File: config.mk
export PLATFORM = sky130hd
export DESIGN_NAME = hwpe_ctrl_uloop_sched
export DESIGN_NICKNAME = d
export VERILOG_FILES = /design/src/rtl/hwpe_ctrl_uloop_sched_pkg.sv /design/src/rtl/hwpe_ctrl_uloop_sched_credit_cnt.sv /design/src/rtl/hwpe_ctrl_uloop_sched.sv
export SDC_FILE = /design/constraint.sdc
export NUM_CORES = 1
export LEC_CHECK = 0
export ABC_CLOCK_PERIOD_IN_PS = 1610
export BUFFER_PORTS_ARGS = -buffer_cell sky130_fd_sc_hd__buf_2
export CELL_PAD_IN_SITES_DETAIL_PLACEMENT = 0
export CELL_PAD_IN_SITES_GLOBAL_PLACEMENT = 1
export CORE_ASPECT_RATIO = 0.8
export CORE_MARGIN = 8
export CORE_UTILIZATION = 30
export DETAILED_ROUTE_END_ITERATION = 8
export PLACE_DENSITY_LB_ADDON = 0.1
export SLEW_MARGIN = 15
export SYNTH_ARGS = -nofsm -noshare
export SYNTH_HDL_FRONTEND = slang
export SYNTH_SLANG_ARGS = --single-unit
File: constraint.sdc
create_clock -name clk_i -period 1.61 [get_ports clk_i]
set_input_delay 0.2415 -clock clk_i [delete_from_list [all_inputs] [get_ports clk_i]]
set_output_delay 0.2415 -clock clk_i [all_outputs]
set_load 0.02 [all_outputs]
File: src/rtl/hwpe_ctrl_uloop_sched_pkg.sv
// Shared types for the HWPE micro-loop scheduler.
// Holds the uloop control/flag bundles and the scheduler state enum.
package hwpe_ctrl_uloop_sched_pkg;

  localparam int ULOOP_SCHED_MAX_STREAMERS = 8;
  localparam int ULOOP_NB_LOOPS = 2;
  localparam int ULOOP_NB_REG   = 2;
  localparam int ULOOP_IDX_W    = 16;

  typedef struct packed {
    logic enable;
    logic clear;
    logic ready;
  } ctrl_uloop_t;

  typedef struct packed {
    logic                                      valid;
    logic                                      done;
    logic [ULOOP_NB_LOOPS-1:0]                 loop;
    logic [ULOOP_NB_REG-1:0][31:0]             offs;
    logic [ULOOP_NB_LOOPS-1:0][ULOOP_IDX_W-1:0] idx;
  } flags_uloop_t;

  typedef enum logic [2:0] {
    IDLE,
    REQ,
    WAIT,
    ISSUE,
    STALL,
    DRAIN,
    FINISH
  } uloop_sched_state_t;

endpackage

File: src/rtl/hwpe_ctrl_uloop_sched_credit_cnt.sv
// Up/down saturating credit counter with sticky underflow flag.
// Simultaneous increment and decrement leave the count unchanged.
module hwpe_ctrl_credit_cnt #(
  parameter int MAX = 2,
  parameter int W   = $clog2(MAX+1)
) (
  input  logic         clk_i,
  input  logic         rst_ni,
  input  logic         clear_i,
  input  logic         inc_i,
  input  logic         dec_i,
  output logic [W-1:0] cnt_o,
  output logic [W-1:0] cnt_next_o,
  output logic         err_o
);

  logic uflow;

  // next count and underflow detection
  always_comb begin
    cnt_next_o = cnt_o;
    uflow      = 1'b0;
    if (inc_i && !dec_i) begin
      if (cnt_o != W'(MAX))
        cnt_next_o = cnt_o + W'(1);
    end else if (dec_i && !inc_i) begin
      if (cnt_o == '0)
        uflow = 1'b1;
      else
        cnt_next_o = cnt_o - W'(1);
    end
  end

  // count register and sticky error
  always_ff @(posedge clk_i or negedge rst_ni) begin
    if (!rst_ni) begin
      cnt_o <= '0;
      err_o <= 1'b0;
    end else if (clear_i) begin
      cnt_o <= '0;
      err_o <= 1'b0;
    end else begin
      cnt_o <= cnt_next_o;
      if (uflow)
        err_o <= 1'b1;
    end
  end

endmodule

File: src/rtl/hwpe_ctrl_uloop_sched.sv
// Micro-loop sequencer: steps the uloop, broadcasts offsets, throttles by credits.
// Optional HWPE_CTRL_ULOOP_SCHED_PERF_EN adds the perf_stall_o cycle counter.
module hwpe_ctrl_uloop_sched
  import hwpe_ctrl_uloop_sched_pkg::*;
#(
  parameter int NB_STREAMERS = 4,
  parameter int MAX_CREDITS  = 2,
  parameter int CRED_WIDTH   = $clog2(MAX_CREDITS+1)
) (
  input  logic                    clk_i,
  input  logic                    rst_ni,
  input  logic                    test_mode_i,
  input  logic                    clear_i,
  input  logic                    start_i,
  output logic                    busy_o,
  output logic                    done_o,
  output ctrl_uloop_t             uloop_ctrl_o,
  input  flags_uloop_t            uloop_flags_i,
  output logic [NB_STREAMERS-1:0] iter_valid_o,
  input  logic [NB_STREAMERS-1:0] iter_ready_i,
  output flags_uloop_t            iter_flags_o,
  output logic                    iter_last_o,
  input  logic                    compute_done_i,
  output logic [CRED_WIDTH-1:0]   credits_o,
  output logic                    err_o
`ifdef HWPE_CTRL_ULOOP_SCHED_PERF_EN
  ,
  output logic [31:0]             perf_stall_o
`endif
);

  uloop_sched_state_t state;

  logic [NB_STREAMERS-1:0] acc;
  logic [NB_STREAMERS-1:0] acc_n;
  logic                    issue_exit;
  logic [CRED_WIDTH-1:0]   cred_next;
  logic                    unused_tm;

  assign unused_tm  = test_mode_i;
  assign acc_n      = acc | (iter_valid_o & iter_ready_i);
  assign issue_exit = (state == ISSUE) && (&acc_n);

  hwpe_ctrl_credit_cnt #(
    .MAX (MAX_CREDITS),
    .W   (CRED_WIDTH)
  ) i_cred (
    .clk_i      (clk_i),
    .rst_ni     (rst_ni),
    .clear_i    (clear_i),
    .inc_i      (issue_exit),
    .dec_i      (compute_done_i),
    .cnt_o      (credits_o),
    .cnt_next_o (cred_next),
    .err_o      (err_o)
  );

  // sequencer FSM with registered outputs
  always_ff @(posedge clk_i or negedge rst_ni) begin
    if (!rst_ni) begin
      state        <= IDLE;
      busy_o       <= 1'b0;
      done_o       <= 1'b0;
      uloop_ctrl_o <= '0;
      iter_valid_o <= '0;
      acc          <= '0;
      iter_flags_o <= '0;
      iter_last_o  <= 1'b0;
    end else if (clear_i) begin
      state              <= IDLE;
      busy_o             <= 1'b0;
      done_o             <= 1'b0;
      uloop_ctrl_o       <= '0;
      uloop_ctrl_o.clear <= 1'b1;
      iter_valid_o       <= '0;
      acc                <= '0;
      iter_flags_o       <= '0;
      iter_last_o        <= 1'b0;
    end else begin
      done_o       <= 1'b0;
      uloop_ctrl_o <= '0;
      unique case (state)
        IDLE: begin
          if (start_i) begin
            state               <= REQ;
            busy_o              <= 1'b1;
            uloop_ctrl_o.enable <= 1'b1;
          end
        end
        REQ: state <= WAIT;
        WAIT: begin
          if (uloop_flags_i.valid) begin
            iter_flags_o <= uloop_flags_i;
            iter_last_o  <= uloop_flags_i.done;
            iter_valid_o <= '1;
            state        <= ISSUE;
          end
        end
        ISSUE: begin
          if (&acc_n) begin
            acc          <= '0;
            iter_valid_o <= '0;
            if (iter_last_o) begin
              state <= DRAIN;
            end else if (cred_next < CRED_WIDTH'(MAX_CREDITS)) begin
              state               <= REQ;
              uloop_ctrl_o.enable <= 1'b1;
            end else begin
              state <= STALL;
            end
          end else begin
            acc          <= acc_n;
            iter_valid_o <= ~acc_n;
          end
        end
        STALL: begin
          if (credits_o < CRED_WIDTH'(MAX_CREDITS)) begin
            state               <= REQ;
            uloop_ctrl_o.enable <= 1'b1;
          end
        end
        DRAIN: begin
          if (credits_o == '0) begin
            state              <= FINISH;
            done_o             <= 1'b1;
            uloop_ctrl_o.clear <= 1'b1;
          end
        end
        FINISH: begin
          busy_o <= 1'b0;
          state  <= IDLE;
        end
        default: state <= IDLE;
      endcase
    end
  end

`ifdef HWPE_CTRL_ULOOP_SCHED_PERF_EN
  // cycles spent waiting on the uloop or on credits
  always_ff @(posedge clk_i or negedge rst_ni) begin
    if (!rst_ni) begin
      perf_stall_o <= '0;
    end else if (clear_i) begin
      perf_stall_o <= '0;
    end else if (state == IDLE && start_i) begin
      perf_stall_o <= '0;
    end else if (busy_o && (state == WAIT || state == STALL)
                 && perf_stall_o != '1) begin
      perf_stall_o <= perf_stall_o + 32'd1;
    end
  end
`endif

endmodule

==> results of run 1 <==
## cell type report
cell class / count / area share, %
multi-input cells: 384 / 26.38
repair buffers: 253 / 20.39
clock buffers: 22 / 6.443
well taps: 220 / 3.821
clock inverters: 9 / 1.424
flip-flops and latches: 118 / 41.13
diodes: 3 / 0.1042
inverters: 6 / 0.3126
## cells by family (layout without fill, tap and decap cells)
family	after synthesis	count (layout)	share of synthesized area, %
simple gates	242	242	19.74
compound gates	135	135	15.22
flops	118	118	59.57
buf+inv	44	290	3.887
fa+ha+maj	4	4	1.010
mux	2	2	0.5047
other cells	1	4	0.07565
## final timing paths
path | startpoint | endpoint | slack [ps] | cells past startpoint
min in group asynchronous | rst_ni | iter_flags_o[11]$_DFFE_PN0P_ | 290 | 2
max in group asynchronous | rst_ni | iter_valid_o[0]$_DFFE_PN0P_ | 680 | 3
worst min-delay path | uloop_flags_i[91] | iter_flags_o[91]$_DFFE_PN0P_ | 60 | 3
worst max-delay path | state[2]$_DFFE_PN0P_ | state[0]$_DFFE_PN0P_ | 20 | 5
worst min register to register | iter_flags_o[1]$_DFFE_PN0P_ | iter_flags_o[1]$_DFFE_PN0P_ | 520 | 2
worst max register to register | state[2]$_DFFE_PN0P_ | state[0]$_DFFE_PN0P_ | 20 | 5
## placed cells by master, fill, tap and decap left out, types with 2 or more instances in the layout
master / instances
clkinv_2: 4
buf_4: 25
buf_12: 9
bufinv_16: 2
o211a_1: 2
clkbuf_16: 17
a31oi_1: 3
inv_2: 2
buf_2: 218
ha_1: 2
dfrtp_1: 110
clkbuf_1: 3
nor3_4: 2
dfrtp_2: 8
o22ai_1: 4
clkinvlp_4: 3
diode_2: 3
a21oi_4: 4
a21oi_1: 107
nor2_1: 15
nand2b_1: 2
nor3_1: 3
clkbuf_8: 2
nand2_1: 207
nor2b_1: 3
inv_1: 4
o21ai_0: 6
## stage by stage
stage | TNS, ps | hold slack [ps]
final | 0 | 59.27
after global routing | -48.11 | 47.62
after CTS | 0 | 37.42
after detailed placement | -14.11 | 181.4
after global placement | 0 | 176.7
after floorplan | -14.48 | -54.09
## tightest hold or removal path, cell delays in order
cell     delay (ps)
buf_2            90
nand2_1          40
a21oi_1          50
## registers in the layout, summed over array words and instances (netlist names)
register,flops
iter_last_o,1
i_cred.cnt_o,2
iter_flags_o,99
acc,4
uloop_ctrl_o,2
busy_o,1
iter_valid_o,4
done_o,1
state,3
i_cred.err_o,1
## power by group
part / internal (mW) / switching [mW] / leakage, nW
Combinational: 1.01 / 1.61 / 1.74
Clock: 2.34 / 1.31 / 0.272
Sequential: 3.33 / 0.237 / 1.62
## layer usage
layer	part of all wire [%]	vias to the layer above
met4	1.6	0
met1	44	2151
met2	44	163
li1	-	2262
met3	10	19
met5	0	-
## repair_timing
action	in CTS	in global routing
gates cloned	0	0
endpoints found under the setup margin	3	69
resized for setup	3	9
hold endpoints to repair	22	0
hold buffers	1	0
pin swaps	1	2
buffers inserted	0	2
==> qor.csv, run 1 <==
metric,value,unit
Cells after Synth,546,
Vert. Die Dim,131.0,um
arrival time worst endpoint,1880,ps
Pleak,3.630,nW
filler instances,1660,
Synth top area share,59.57,%
WL final,16130,um
worst vdd ir,0.7407,mV
Syn. warnings,0,
sequential standard cell area,2963,sq um
CP max stage cell,dfrtp_2,
max capacitance violation total,0,
Crit. End Element,flip-flop,
kind of critical path,flip-flop to flip-flop,
Die ar.,20920,sq um
PortBufs,220,
required time worst endpoint,1900,ps
dpl cells,978,
Final Hold Fails,0,
largest net degree at the start of global routing,114,
M1 GR Usage,19.09,%
"EDFF count, synth",0,
total power,9.824,mW
Placed Area,6550,sq um
detailed placer's ending HPWL,11370,um
worst slack at placement,-14.11,ps
Root Buffer Master,clkbuf_16,
clk slew on worst S/H paths,60,ps
final worst slack,20.30,ps
startpoint class of the critical path,flip-flop,
most frequent cells after synthesis,"207 x nand2_1, 118 x dfrtp_1, 108 x a21oi_1, 20 x clkbuf_1, 16 x buf_2",
post-synth top area cell,dfrtp_1,
area delta synth->final,45.33,%
via count,4595,
"count leader, synth",nand2_1,
power per cell area,1364,nW/um^2
GRT Residual Overflow,0,
later-pin clock latency in the skew report,410,ps
Least-Margin Pin Slew,549.4,ps
clk buf depth,2,
CTS tree,built,
total track usage,15.64,%
core area,16340,sq um
worst-path fanout max,6,
TritonRoute pass-1 iters,4,
"CP delay by family, top",flip-flops,
# H-tree levels,4,
wire per inst,15.89,um
Final Max Slew Viols,0,
share of cells above drive strength 1,38.89,%
Synth Register Bits,118,
final period utilization,98.74,%
vias in the first global route,4804,
worst path cell trace,and4bb_2 > o41ai_4 > o211a_1 > mux2_4 > a31o_1,
M2 GR Usage,23.37,%
Mean Syn Cell Area,9.079,sq um
post-layout min period,1590,ps
Starting Density,30.33,%
# rows,42,
Layout Nets,894,
"Seq/Total Area, Yosys",59.57,%
Layout Cells excl Fill,1015,
skew final,7.352,ps
antenna violations before repair,2,
post-route ant nets,0,
vias per inst,4.527,
prevailing post-synth register cell,dfrtp_1,
first-pass GRT wire length,25810,um
Multi-input gate area,1901,sq um
"Net Count, Synth",660,
routability cong.,0.7581,
global route hottest layer,met2,
Detailed Route Iter0 Violations,222,
cts bufs inserted,17,
final core area utilization,44.08,%
unrepaired setup endpoints after global routing,yes,
DR DRC count,0,
asr flop ratio synth,100.0,%
synth top area cells,"dfrtp_1 60%, nand2_1 16%, a21oi_1 11%, buf_2 1.6%, clkbuf_1 1.5%",
CTS sink cnt,118,
Hold WC Path Type,primary input to flip-flop,
CP Buf/Inv Count,0,
final instance area,7204,sq um
fmax,629.1,MHz
"slowest stage delay, CP",440,ps
Final Setup Violations,0,
status,completed,
mapped cell area,4957,sq um
Synth cell types,38,
Die Wd,159.7,um
max_slew headroom,63.37,%
met3 Usage GRT,7.984,%
IO Count,223,
(Power assumes the default switching activity.)
==> run 2: changes to the inputs <==
--- a/config.mk
+++ b/config.mk
@@ -7,12 +7,13 @@
 export LEC_CHECK = 0
 export ABC_CLOCK_PERIOD_IN_PS = 1610
 export BUFFER_PORTS_ARGS = -buffer_cell sky130_fd_sc_hd__buf_2
-export CELL_PAD_IN_SITES_DETAIL_PLACEMENT = 0
+export CELL_PAD_IN_SITES_DETAIL_PLACEMENT = 1
 export CELL_PAD_IN_SITES_GLOBAL_PLACEMENT = 1
 export CORE_ASPECT_RATIO = 0.8
 export CORE_MARGIN = 8
 export CORE_UTILIZATION = 30
 export DETAILED_ROUTE_END_ITERATION = 8
+export MAX_ROUTING_LAYER = met4
 export PLACE_DENSITY_LB_ADDON = 0.1
 export SLEW_MARGIN = 15
 export SYNTH_ARGS = -nofsm -noshare
==> run 2 against run 1 <==
Against the previous run:
- combinational power is 2% higher
- hold slack improved by 4.9 ps
- critical path type unchanged
- cell area increased by 1.1%
- clock skew up 0.64 ps
- sequential share of layout area is 0.47 points lower
- first-iteration DRC count decreased by 36%
- total power rose by 4.9%
- highest routed layer unchanged
- largest cell class unchanged
==> qor.csv, run 2 (synthesis gave the netlist of run 1 again) <==
metric,value,unit,change
Layout Cells excl Fill,1016,,+0.099%
"commonest non-fill, non-tap cell in the layout",buf_2,,
area delta synth->final,47.00,%,
power per cell area,1414,nW/um^2,+3.7%
unrepaired setup endpoints after global routing,yes,,
Layout Nets,894,,unchanged
filler instances,1943,,+17%
antenna violations before repair,3,,+1
startpoint class of the critical path,flip-flop,,
dpl cells,978,,unchanged
vias in the first global route,5131,,+6.8%
final period utilization,99.71,%,+0.98 points
via count,4678,,+1.8%
max capacitance violation total,0,,unchanged
later-pin clock latency in the skew report,400,ps,about the same
vias per inst,4.604,,+1.7%
fmax,622.9,MHz,-0.98%
most frequent cells in the layout,"218 x buf_2, 207 x nand2_1, 110 x dfrtp_1, 107 x a21oi_1, 23 x buf_4",,
clk buf depth,2,,unchanged
Top reg by flops,iter_flags_o,,
Vert. Die Dim,131.0,um,unchanged
sequential standard cell area,2963,sq um,unchanged
Placed Area,6550,sq um,unchanged
status,completed,,
CTS sink cnt,118,,unchanged
Detailed Route Iter0 Violations,141,,-36%
CTS tree,built,,
Least-Margin Pin Slew,609.4,ps,+59.94 ps
total track usage,16.85,%,+1.2 points
DR DRC count,0,,unchanged
Final Setup Violations,0,,unchanged
Final Hold Fails,0,,unchanged
detailed placer's ending HPWL,12250,um,+7.7%
WL final,17150,um,+6.3%
wire per inst,16.88,um,+6.2%
skew final,7.995,ps,+0.6438 ps
clk slew on worst S/H paths,60,ps,about the same
largest net degree at the start of global routing,114,,unchanged
GRT Residual Overflow,0,,unchanged
IO Count,223,,unchanged
Hold WC Path Type,primary input to flip-flop,,
core area,16340,sq um,unchanged
post-layout min period,1605,ps,+15.70 ps
TritonRoute pass-1 iters,4,,unchanged
kind of critical path,flip-flop to flip-flop,,
Root Buffer Master,clkbuf_16,,
final core area utilization,44.59,%,+0.51 points
worst vdd ir,0.7620,mV,+2.9%
max_slew headroom,59.37,%,-4.0 points
Pleak,3.671,nW,+1.1%
max reg flops,99,,unchanged
routability cong.,0.7681,,+1.3%
# rows,42,,unchanged
cts bufs inserted,17,,unchanged
share of cells above drive strength 1,39.14,%,+0.25 points
post-route ant nets,0,,unchanged
final instance area,7287,sq um,+1.1%
required time worst endpoint,1880,ps,-20 ps
Crit. End Element,flip-flop,,
largest registers,"iter_flags_o x99, acc x4, iter_valid_o x4",,
Multi-input gate area,1912,sq um,+0.59%
first-pass GRT wire length,27050,um,+4.8%
arrival time worst endpoint,1880,ps,about the same
# H-tree levels,4,,unchanged
worst-path fanout max,4,,-2
setup TNS,0,ps,unchanged
Final Max Slew Viols,0,,unchanged
PortBufs,220,,unchanged
Die Wd,159.7,um,unchanged
Die ar.,20920,sq um,unchanged
Starting Density,30.33,%,unchanged
==> run 2: cell types whose count changed in the layout (fill, tap and decap cells not counted), sizes merged <==
cell / before / now
diode: 3 / 4
bufinv: 2 / 5
clkbuf: 22 / 21
clkinvlp: 3 / 1
==> run 2: repair_timing <==
action | in CTS | in global routing
endpoints found under the setup margin | 4 | 82
resized for setup | 5 | 11
cloned | 0 | 0
hold buffers | 1 | 0
hold endpoints to repair | 22 | 0
setup buffers | 0 | 2
pin swaps | 0 | 3
==> run 2: stage by stage <==
stage | setup slack, ps | hold slack (ps) | power, mW
6_report | 4.604 | 64.16 | 10.30
4_1_cts | -3.252 | 45.41 | 10.45
2_1_floorplan | -14.48 | -54.09 | 5.033
5_1_grt | -68.17 | 51.89 | 10.86
3_5_place_dp | -78.07 | 179.0 | 6.257
3_3_place_gp | 39.26 | 176.7 | 6.182
==> run 2: worst paths after layout <==
check,start,endpoint,slack (ps),cells after the start
min in group asynchronous,rst_ni,iter_flags_o[13]$_DFFE_PN0P_,300,2
worst min register to register,i_cred.err_o$_DFFE_PN0P_,i_cred.err_o$_DFFE_PN0P_,510,2
max in group asynchronous,rst_ni,iter_valid_o[1]$_DFFE_PN0P_,670,3
worst max register to register,i_cred.cnt_o[1]$_DFF_PN0_,state[2]$_DFFE_PN0P_,5,6
worst max-delay path,i_cred.cnt_o[1]$_DFF_PN0_,state[2]$_DFFE_PN0P_,5,6
worst min-delay path,uloop_flags_i[63],iter_flags_o[63]$_DFFE_PN0P_,60,3
==> run 2: area by class of cell <==
class                   count  area share [%]
diodes                      4          0.1374
clock buffers              21           6.181
clock inverters            10           2.438
inverters                   6          0.3091
multi-input cells         384           26.24
flip-flops and latches    118           40.66
well taps                 220           3.777
repair buffers            253           20.26
==> run 2: power breakdown <==
group	leakage, nW	internal, mW	switching [mW]	total [mW]
logic	1.75	1.01	1.65	2.66
registers	1.62	3.33	0.246	3.57
clock network	0.307	2.77	1.30	4.07
total	3.67	7.10	3.20	10.3
==> run 2: critical path, stage by stage, from the launching register on <==
cell     delay [ps]
dfrtp_2         420
inv_2           110
ha_1            240
nor2b_1         130
o211a_1         230
nor3_1          240
o22ai_2         100
==> run 2: layer usage <==
metal | vias up | track usage, % | share of wire (%)
met5 | - | - | 0
met4 | 0 | 5.700 | 1.7
met3 | 17 | 7.295 | 8.4
met2 | 148 | 26.27 | 47
met1 | 2243 | 19.36 | 43
li1 | 2270 | - | -
